==> src/rtl/stream_arb_pkg.sv <==
// Shared types for the round-robin stream arbiter.
// Holds the data width, the FSM state encoding and the data word type.
package stream_arb_pkg;

  localparam int DATA_W = 32;

  typedef enum logic {
    ARB_IDLE  = 1'b0,
    ARB_GRANT = 1'b1
  } arb_state_t;

  typedef logic [DATA_W-1:0] data_t;

endpackage

==> src/rtl/rr_pick.sv <==
// Rotating-priority requester search: first set bit at or after ptr+1, wrapping modulo N.
module rr_pick #(
  parameter  int N     = 4,
  localparam int IDX_W = $clog2(N)
) (
  input  logic [N-1:0]     req,
  input  logic [IDX_W-1:0] ptr,
  output logic [IDX_W-1:0] idx,
  output logic             any
);

  logic [IDX_W-1:0] pos_s;
  logic             hit_s;

  // Walk offsets 1..N from ptr; the first hit is latched by the running 'any' flag
  always_comb begin
    idx   = '0;
    any   = 1'b0;
    pos_s = '0;
    hit_s = 1'b0;
    for (int i = 1; i <= N; i++) begin
      pos_s = IDX_W'((int'(ptr) + i) % N);
      hit_s = !any && req[pos_s];
      idx   = hit_s ? pos_s : idx;
      any   = any | hit_s;
    end
  end

endmodule

==> src/rtl/stream_rr_arb.sv <==
// Round-robin arbiter sharing one registered valid/ready stream among N producers,
// granting each requester a burst of up to BURST beats before rotating.
module stream_rr_arb
  import stream_arb_pkg::*;
#(
  parameter  int N     = 4,
  parameter  int BURST = 4,
  localparam int IDX_W = $clog2(N),
  localparam int CNT_W = $clog2(BURST + 1)
) (
  input  logic                   clk,
  input  logic                   rst_n,
  input  logic [N-1:0][DATA_W-1:0] in_data,
  input  logic [N-1:0]           in_valid,
  output logic [N-1:0]           in_ready,
  output logic [DATA_W-1:0]      out_data,
  output logic                   out_valid,
  input  logic                   out_ready,
  output logic                   grant_valid,
  output logic [IDX_W-1:0]       grant_idx
);

  arb_state_t       state_r;
  arb_state_t       state_nxt_s;
  logic [IDX_W-1:0] ptr_r;
  logic [IDX_W-1:0] grant_idx_r;
  logic [CNT_W-1:0] count_r;
  data_t            out_data_r;
  logic             out_valid_r;

  logic [IDX_W-1:0] pick_idx_s;
  logic             pick_any_s;
  logic             slot_open_s;
  logic             cur_valid_s;
  logic             last_beat_s;
  logic             accept_s;
  logic             release_s;

  rr_pick #(.N(N)) u_pick (
    .req (in_valid),
    .ptr (ptr_r),
    .idx (pick_idx_s),
    .any (pick_any_s)
  );

  assign slot_open_s = !out_valid_r || out_ready;
  assign cur_valid_s = in_valid[grant_idx_r];
  assign last_beat_s = (count_r == CNT_W'(BURST - 1));

  // Next-state, ready generation and beat/release decisions
  always_comb begin
    in_ready    = '0;
    accept_s    = 1'b0;
    release_s   = 1'b0;
    state_nxt_s = state_r;
    case (state_r)
      ARB_IDLE: begin
        if (pick_any_s) begin
          state_nxt_s = ARB_GRANT;
        end else begin
          state_nxt_s = ARB_IDLE;
        end
      end
      ARB_GRANT: begin
        in_ready[grant_idx_r] = slot_open_s;
        accept_s  = cur_valid_s && slot_open_s;
        // A dropped valid releases even under backpressure; a stall with valid high never does
        release_s = !cur_valid_s || (accept_s && last_beat_s);
        if (release_s) begin
          state_nxt_s = ARB_IDLE;
        end else begin
          state_nxt_s = ARB_GRANT;
        end
      end
      default: begin
        state_nxt_s = ARB_IDLE;
      end
    endcase
  end

  // Arbitration state: FSM, rotation pointer, grantee and beat count
  always_ff @(posedge clk) begin
    if (!rst_n) begin
      state_r     <= ARB_IDLE;
      ptr_r       <= IDX_W'(N - 1);
      grant_idx_r <= '0;
      count_r     <= '0;
    end else begin
      state_r <= state_nxt_s;
      if (state_r == ARB_IDLE && pick_any_s) begin
        grant_idx_r <= pick_idx_s;
        count_r     <= '0;
      end else if (release_s) begin
        count_r <= '0;
      end else if (accept_s) begin
        count_r <= count_r + CNT_W'(1);
      end
      if (release_s) begin
        ptr_r <= grant_idx_r;
      end
    end
  end

  // Output register: load on accepted beat, drop valid once the consumer takes it
  always_ff @(posedge clk) begin
    if (!rst_n) begin
      out_data_r  <= '0;
      out_valid_r <= 1'b0;
    end else if (accept_s) begin
      out_data_r  <= in_data[grant_idx_r];
      out_valid_r <= 1'b1;
    end else if (out_valid_r && out_ready) begin
      out_valid_r <= 1'b0;
    end
  end

  assign out_data    = out_data_r;
  assign out_valid   = out_valid_r;
  assign grant_valid = (state_r == ARB_GRANT);
  assign grant_idx   = grant_idx_r;

endmodule

==> config.mk <==
export PLATFORM = sky130hd
export DESIGN_NAME = stream_rr_arb
export DESIGN_NICKNAME = d
export VERILOG_FILES = /design/src/rtl/stream_arb_pkg.sv /design/src/rtl/rr_pick.sv /design/src/rtl/stream_rr_arb.sv
export SDC_FILE = /design/constraint.sdc
export NUM_CORES = 1
export LEC_CHECK = 0
export CAP_MARGIN = 30
export CORE_ASPECT_RATIO = 1.5
export CORE_MARGIN = 1
export CORE_UTILIZATION = 35
export DETAILED_ROUTE_END_ITERATION = 7
export GPL_ROUTABILITY_DRIVEN = 0
export PLACE_DENSITY = 0.81
export RECOVER_POWER = 100
export SLEW_MARGIN = 5
export SYNTH_ARGS = -nofsm -noshare
export SYNTH_HDL_FRONTEND = slang
export SYNTH_SLANG_ARGS = --single-unit
==> constraint.sdc <==
create_clock -name clk -period 2.1 [get_ports clk]
set_clock_uncertainty 0.05 [all_clocks]
set_input_delay 0.42 -clock clk [delete_from_list [all_inputs] [get_ports clk]]
set_output_delay 0.42 -clock clk [all_outputs]
set_load 0.05 [all_outputs]
Yosys cells after proc, flatten, opt, wreduce, memory -nomap -nowiden
Index checks and enable logic that the tools add are counted.

$add $sub $neg: 5. Order comparisons: 6. Equality and inequality tests: 1. Multiplexer cells: 26. Bitwise operators: 6. Reduce and logical (&&, ||, !) cells: 17.

Operators with widths (number): binary-select mux 32 bit (select 2 bit) (1); two-way mux 32 bit (1); less-than comparator 2 x 3 -> 1 bit (second input constant) (5); two-way mux 1 bit (12); binary-select mux 1 bit (select 2 bit) (5); logical AND 1 bit (8); two-way mux 2 bit (4); zero test 1 bit (5); adder 2 x 1 -> 2 bit (second input constant) (2); adder 2 bit (second input constant) (2); bitwise AND 4 bit (1); two-way mux 4 bit (1); adder 3 x 1 -> 3 bit (second input constant) (1); equality test 3 x 2 -> 1 bit (second input constant) (1); bitwise OR 1 bit (3); OR reduction 3 bit (1); demux 1 bit (select 2 bit) (1); >= comparator 2 x 1 -> 1 bit (second input constant) (1); logical OR 1 bit (2); inverter 1 bit (2); case mux 1 bit (2 select lines) (1); nonzero test 2 bit (1).

Bits in registers: 41. Bits of input ports: 135. Logic and storage cells: 67.

Longest topological paths before layout
Gate-level depths: netlist of the first run.

Depth after elaboration: 14. Depth in mapped cells: 7. Gate-level depth less buffers: 5.

Hierarchy
Synthesis of the first run repeated with hierarchy kept, for this count alone.

Cell total of the unflattened synthesis: 252. Area, all modules: 2526.2 um2.

By module, submodules not included: stream_rr_arb (instances 1, cells each 238, area an instance 2434.8 um2, sequential area each 820.8 um2); rr_pick (instances 1, cells each 14, area an instance 91.3 um2, sequential area each 0.0 um2).

Worst setup path after synthesis of the first run
OpenSTA, ideal clock, no wires.

Path type: register to output. From: register grant_idx_r[1] (netlist: grant_idx[1]). To: output port in_ready[2]. Arrival time: 2457 ps. Path slack: -827 ps. Stages on the path, launching flop included: 5. Cells stage by stage: dfxtp_1 buf_2 buf_1 inv_1 nor3_1.

Word-level cells in the longest chain between the ends: 6. Elaborated cells on any way between the ends: 7. Those cells by class: order compare (2); mux (3); bitwise (1); reduce/logical (1).

Ends and longest elaborated chain: start: declaration (RTL line stream_rr_arb.sv:26) `logic [IDX_W-1:0] grant_idx_r;`; start signal: assignment (RTL line stream_rr_arb.sv:91) `grant_idx_r <= pick_idx_s;`; less-than comparator 2 x 3 -> 1 bit (implied by the code) / >= comparator 2 x 1 -> 1 bit (equally long branches) (RTL line stream_rr_arb.sv:65) `in_ready[grant_idx_r] = slot_open_s;`; logical AND 1 bit (implied by the code) (RTL line stream_rr_arb.sv:65); two-way mux 1 bit (implied by the code) (RTL line stream_rr_arb.sv:65); demux 1 bit (select 2 bit) * (RTL line stream_rr_arb.sv:65); bitwise AND 4 bit (no source line) *; two-way mux 4 bit * (RTL line stream_rr_arb.sv:56) `case (state_r)`; end: declaration (RTL line stream_rr_arb.sv:15) `output logic [N-1:0] in_ready,`.

Mark *: on every way between the ends. The rest lies on a longest branch, timed or not.

Worst setup path after layout of the first run
From: input port out_ready. To: output port in_ready[0].

Word-level cells in the longest chain between the ends: 3.

Ends and longest elaborated chain: start: declaration (RTL line stream_rr_arb.sv:18) `input logic out_ready,`; logical OR 1 bit (RTL line stream_rr_arb.sv:46) `assign slot_open_s = !out_valid_r || out_ready;`; bitwise AND 4 bit (no source line); two-way mux 4 bit (RTL line stream_rr_arb.sv:56).

No other way between the ends.

==> results.toml, run 1 <==
[power_and_ir_drop]
ir_drop_mv = 0.442
power_per_cell_area_nw_per_um2 = 596
p_leak_nw = 1.69

[clock_network]
ctsHoldBuffers = 0
cts_root_buffer = "clkbuf_8"
path_clk_slew_ns = 0.07
cts_tree = "built"
cts_buffers = 5
cts_resized = 0
cts_setup_buffers = 0
clock_latency_ns = 0.29
htreeDepth = 2
cts_buffer_depth = 2
clkSinkCount = 41

[critical_path]
crit_start = "out_ready"
worstSetupPathType = "input port to output port"
rr_endpoint = "ptr_r[0]$_SDFFE_PN1P_"
critPathCaptureType = "output port"
r2r_setup_slack_ns = 0.20
r2r_cells = 4
worst-path-max-fanout = 4
r2r_start = "grant_idx[0]$_SDFFE_PN0P_"
worstPathRequired_ns = 1.63
cp-start-kind = "input port"
critPathArrivalTime_ns = 1.55

[synthesis]
synth_top_area_share_pct = 33.8
ys_seq_area_share_pct = 33.8
netlist_instances = 250
ys_top_cells_by_area = "dfxtp_1 (34%), mux4_2 (31%), nand2_1 (11%)"
yosysWarnings = 0
synth_area_um2 = 2430
syn_nets = 387
synth_top_area_cell = "dfxtp_1"
ys_ff_latch = 41
synthDistinctLibCells = 35
syn_avg_cell_area_um2 = 9.71

[cells_and_area]
n_fill_cell = 545
area_growth_pct = 85.3
drive_gt1_share_pct = 16.4
multi_input_area_um2 = 1510
seqCellArea_um2 = 823
final_common_cell = "clkdlybuf4s50_1"
final_cell_mix = "clkdlybuf4s50_1 (135), nand2_1 (69), dfxtp_1 (39)"
diodes = 0
utilization_pct = 68.0
nets = 562

[grt]
gr-total-overflow = 0
grt_max_degree = 41
grt_pass1_vias = 2868
grt_pass1_wl_um = 13200
grt_antenna_before_repair = 0
grt_usage_pct = 22.9

[sta]
fmax_mhz = 494
min_period_ns = 2.02
maxSlewViolCount = 0
relSlewSlack_pct = 59.2
tightest_slew_ns = 0.614
tns_ns = 0
finalCritPeriodShare_pct = 96.3
hold_viol = 0
rsz0062_at_grt = "no"
holdWs_ns = 0.402
setup_viol_count_final = 0

[run]
cap_violations = 0

[floorplanning]
rows = 36
dieWidth_um = 70.0
fp.dieH_um = 104
initial_core_util_pct = 36.7
coreArea_um2 = 6620
num_io_pins = 175
dieArea_um2 = 7280

[drt]
drtIter0Drc = 108
vias_per_cell = 5.19
num_vias = 2603
dr.pass1.iters = 4
drc = 0
wire_per_inst_um = 16.6
routed_wl_um = 8350
ant_nets = 0

[worst_hold_path]
hold_depth = 2
hold_start = "out_data[8]$_SDFFE_PN0P_"
hold_path_class = "flip-flop to flip-flop"
whs_endpoint = "out_data[8]$_SDFFE_PN0P_"

[status]
status = "completed"

[placed_design]
portBuffers = 174
place_hpwl_um = 6600
==> how the worst max path moves through the flow <==
| stage | to | slack [ns] | cells after the start |
|---|---|---|---|
| final | in_ready[0] | 0.08 | 5 |
| after global routing | in_ready[3] | 0.01 | 5 |
| after floorplan | in_ready[0] | -0.03 | 3 |
| after detailed placement | ptr_r[0]$_SDFFE_PN1P_ | -0.14 | 5 |
| after global placement | ptr_r[0]$_SDFFE_PN1P_ | -0.09 | 5 |
| after CTS | in_ready[2] | 0.03 | 5 |
==> cells by family (layout without fill, tap and decap cells) <==
family	after synthesis	after routing	synth area share, %
adder cells (fa/ha/maj)	2	2	1.03
buffers and inverters	28	204	5.41
AND/OR/NAND/NOR	93	93	16.0
flip-flops	41	41	33.8
XOR/XNOR	1	1	0.361
multiplexers	35	35	31.5
AO/OA/AOI/OAI	50	50	11.9
==> where the power goes <==
group | total [W] | switching, W | internal (W)
sequential | 0.000895 | 0.0000495 | 0.000845
clock | 0.000643 | 0.000255 | 0.000387
combinational | 0.00114 | 0.000554 | 0.000590
total | 0.00268 | 0.000858 | 0.00182
==> flip-flops by register name (all words and copies together) (netlist names) <==
register	cells
ptr_r	2
grant_idx	2
grant_valid	1
out_valid	1
out_data	32
count_r	3
==> final cells by class <==
type	instances	share of cell area, %
clock inverters	1	0.667
clock buffers	7	1.92
well taps	76	2.11
inverters	7	0.584
repair buffers	189	42.9
flip-flops and latches	41	18.3
multi-input cells	181	33.5
==> metal layers <==
| metal | track usage [%] | vias to the layer above | share of wire [%] |
|---|---|---|---|
| li1 | - | 1262 | - |
| met5 | 0 | - | 0 |
| met4 | 7.71 | 0 | 1.9 |
| met1 | 22.9 | 1216 | 35 |
| met2 | 44.6 | 113 | 56 |
| met3 | 5.62 | 12 | 6.9 |
==> cells in the mapped netlist <==
cell,n
clkbuf_1,7
and2_4,1
o211ai_1,1
and3b_1,1
buf_2,9
mux2i_1,1
o221a_2,2
a221o_1,2
a21oi_1,37
o21ai_0,4
o2111ai_1,1
nand2b_1,1
nor3b_1,2
o221ai_1,1
nand2_1,70
and3_1,2
nand4_1,1
buf_4,1
o32ai_1,1
a211oi_1,1
mux2_2,1
ha_1,2
buf_6,1
buf_1,2
xnor2_1,1
nor2_1,7
or2_1,1
clkinv_1,1
inv_1,6
dfxtp_1,41
nand3_1,4
mux4_2,33
clkbuf_4,1
nor4_1,1
nor3_1,2
==> worst max-delay path, stage by stage <==
cell and delay (ns):
clkdlybuf4s50_1 0.47, nand2b_4 0.14, nand2_2 0.07, nor3_2 0.25, clkbuf_16 0.20
==> per-stage QoR <==
| step | cell area (um2) | instances | power [W] | setup slack, ns |
|---|---|---|---|---|
| final | 4500 | 502 | 0.00268 | 0.0772 |
| after global routing | 4500 | 502 | 0.00281 | 0.00968 |
| after CTS | 4510 | 501 | 0.00273 | 0.0286 |
| after detailed placement | 4390 | 493 | 0.00209 | -0.137 |
| after global placement | 4390 | 493 | 0.00206 | -0.0895 |
| after floorplan | 2460 | 250 | 0.00156 | -0.0306 |
Power figures use the tool's default switching activity.
==> run 2: changes to the inputs <==
--- a/config.mk
+++ b/config.mk
@@ -7,7 +7,7 @@
 export LEC_CHECK = 0
 export CAP_MARGIN = 30
 export CORE_ASPECT_RATIO = 1.5
-export CORE_MARGIN = 1
+export CORE_MARGIN = 4
 export CORE_UTILIZATION = 35
 export DETAILED_ROUTE_END_ITERATION = 7
 export GPL_ROUTABILITY_DRIVEN = 0
==> run 2 against run 1 <==
Global-route usage decreased by 1.8 points. Die area rose by 15%. Power down 5.6%. Via count is 2.8% higher. First-iteration DRC count decreased by 3.7%. Final cell count grew 0.20%. Clock power decreased by 23%. Critical endpoint is now in_ready[2].
==> results.toml, run 2 (synthesis results as in run 1) <==
[clock_network]
cts_buffer_depth = 2
path_clk_slew_ns = 0.08
cts_tree = "built"
clock_latency_ns = 0.29
clkSinkCount = 41
cts_setup_buffers = 0
cts_root_buffer = "clkbuf_8"
cts_buffers = 5
htreeDepth = 2

[power_and_ir_drop]
p_leak_nw = 1.67
power_per_cell_area_nw_per_um2 = 567
ir_drop_mv = 0.436

[grt]
grt_pass1_vias = 2821
met3_usage_pct = 7.40
grt_usage_pct = 21.1
grt-busiest-layer = "met2"
gr-total-overflow = 0
grt_antenna_before_repair = 0
grt_pass1_wl_um = 14100
use_met2_pct = 40.1
grtUsageMet1_pct = 21.1
grt_max_degree = 33

[floorplanning]
dieArea_um2 = 8360
dieWidth_um = 76.0
num_io_pins = 175
rows = 36
coreArea_um2 = 6620
initial_core_util_pct = 36.7
fp.dieH_um = 110

[sta]
fmax_mhz = 495
tightest_slew_ns = 0.584
holdWs_ns = 0.403
tns_ns = 0
setup_viol_count_final = 0
finalCritPeriodShare_pct = 96.1
min_period_ns = 2.02
hold_viol = 0
relSlewSlack_pct = 61.2
timing.final.ws_setup_ns = 0.0811
maxSlewViolCount = 0
rsz0062_at_grt = "no"

[critical_path]
worst-path-max-fanout = 3
worstSetupPathType = "input port to output port"
worstPathRequired_ns = 1.63
critPathCaptureType = "output port"
cp-start-kind = "input port"
critPathArrivalTime_ns = 1.55

[drt]
num_vias = 2676
dr.pass1.iters = 4
ant_nets = 0
routed_wl_um = 8980
drtIter0Drc = 104
drc = 0
wire_per_inst_um = 17.9
vias_per_cell = 5.32

[cells_and_area]
nets = 563
utilization_pct = 67.4
final_cell_mix = "clkdlybuf4s50_1 (134), nand2_1 (70), dfxtp_1 (39)"
fin_cells = 503
diodes = 0
final_common_cell = "clkdlybuf4s50_1"
drive_gt1_share_pct = 16.4
area_growth_pct = 83.7
largest_reg_flops = 32

[placed_design]
portBuffers = 174
dpl_worst_slack_ns = -0.156
place_hpwl_um = 7370
dpl.cell_count = 495

[run]
cap_violations = 0

[status]
status = "completed"

[worst_hold_path]
hold_path_class = "flip-flop to flip-flop"
## run 2: final cells by class
type                    count  area (um2)
inverters                   7        26.3
repair buffers            190        1930
well taps                  76        95.1
fillers                   540        2160
multi-input cells         181        1510
clock inverters             3        17.5
flip-flops and latches     41         823
clock buffers               5        68.8
## run 2: what timing repair did
action | 4_1_cts | 5_1_grt
hold buffers | 0 | 0
setup endpoints to repair | 2 | 2
gates resized for setup | 1 | 2
gates cloned | 0 | 0
## run 2: power breakdown
part           internal [W]  leakage, nW  switching, W  total (W)
logic              0.000581         1.29      0.000563    0.00114
registers          0.000845        0.335     0.0000449   0.000890
clock network      0.000229       0.0439      0.000267   0.000497
## run 2: per-layer routing
layer / part of all wire (%) / routed length [um]
met5: 0 / 0
met4: 2.5 / 229
met1: 34 / 3070
met3: 8.8 / 791
met2: 54 / 4890
## run 2: through the flow
step | total power [W] | instance area, um2
after floorplan | 0.00156 | 2460
after global placement | 0.00207 | 4400
after detailed placement | 0.00209 | 4400
after CTS | 0.00259 | 4490
after global routing | 0.00265 | 4460
final | 0.00253 | 4460
## run 2: worst paths after layout
check                                               start                       end  slack, ns  depth (start not counted)
worst max-delay path                            out_ready               in_ready[2]       0.08                          5
worst min-delay path             out_data[8]$_SDFFE_PN0P_  out_data[8]$_SDFFE_PN0P_       0.40                          2
worst max register to register  grant_idx[0]$_SDFFE_PN0P_     ptr_r[1]$_SDFFE_PN1P_       0.24                          4
worst min register to register   out_data[8]$_SDFFE_PN0P_  out_data[8]$_SDFFE_PN0P_       0.40                          2
## run 2: critical path, stage by stage
cell and delay [ns]:
clkdlybuf4s50_1 0.45, nand2b_1 0.16, nand2_1 0.13, nor3_4 0.23, buf_12 0.16
==> run 3: changes to the inputs <==
--- a/config.mk
+++ b/config.mk
@@ -13,7 +13,7 @@
 export GPL_ROUTABILITY_DRIVEN = 0
 export PLACE_DENSITY = 0.81
 export RECOVER_POWER = 100
-export SLEW_MARGIN = 5
+export SLEW_MARGIN = 20
 export SYNTH_ARGS = -nofsm -noshare
 export SYNTH_HDL_FRONTEND = slang
 export SYNTH_SLANG_ARGS = --single-unit
==> results of run 3 <==
Final layout, timing and power as in run 2 (identical DEF).
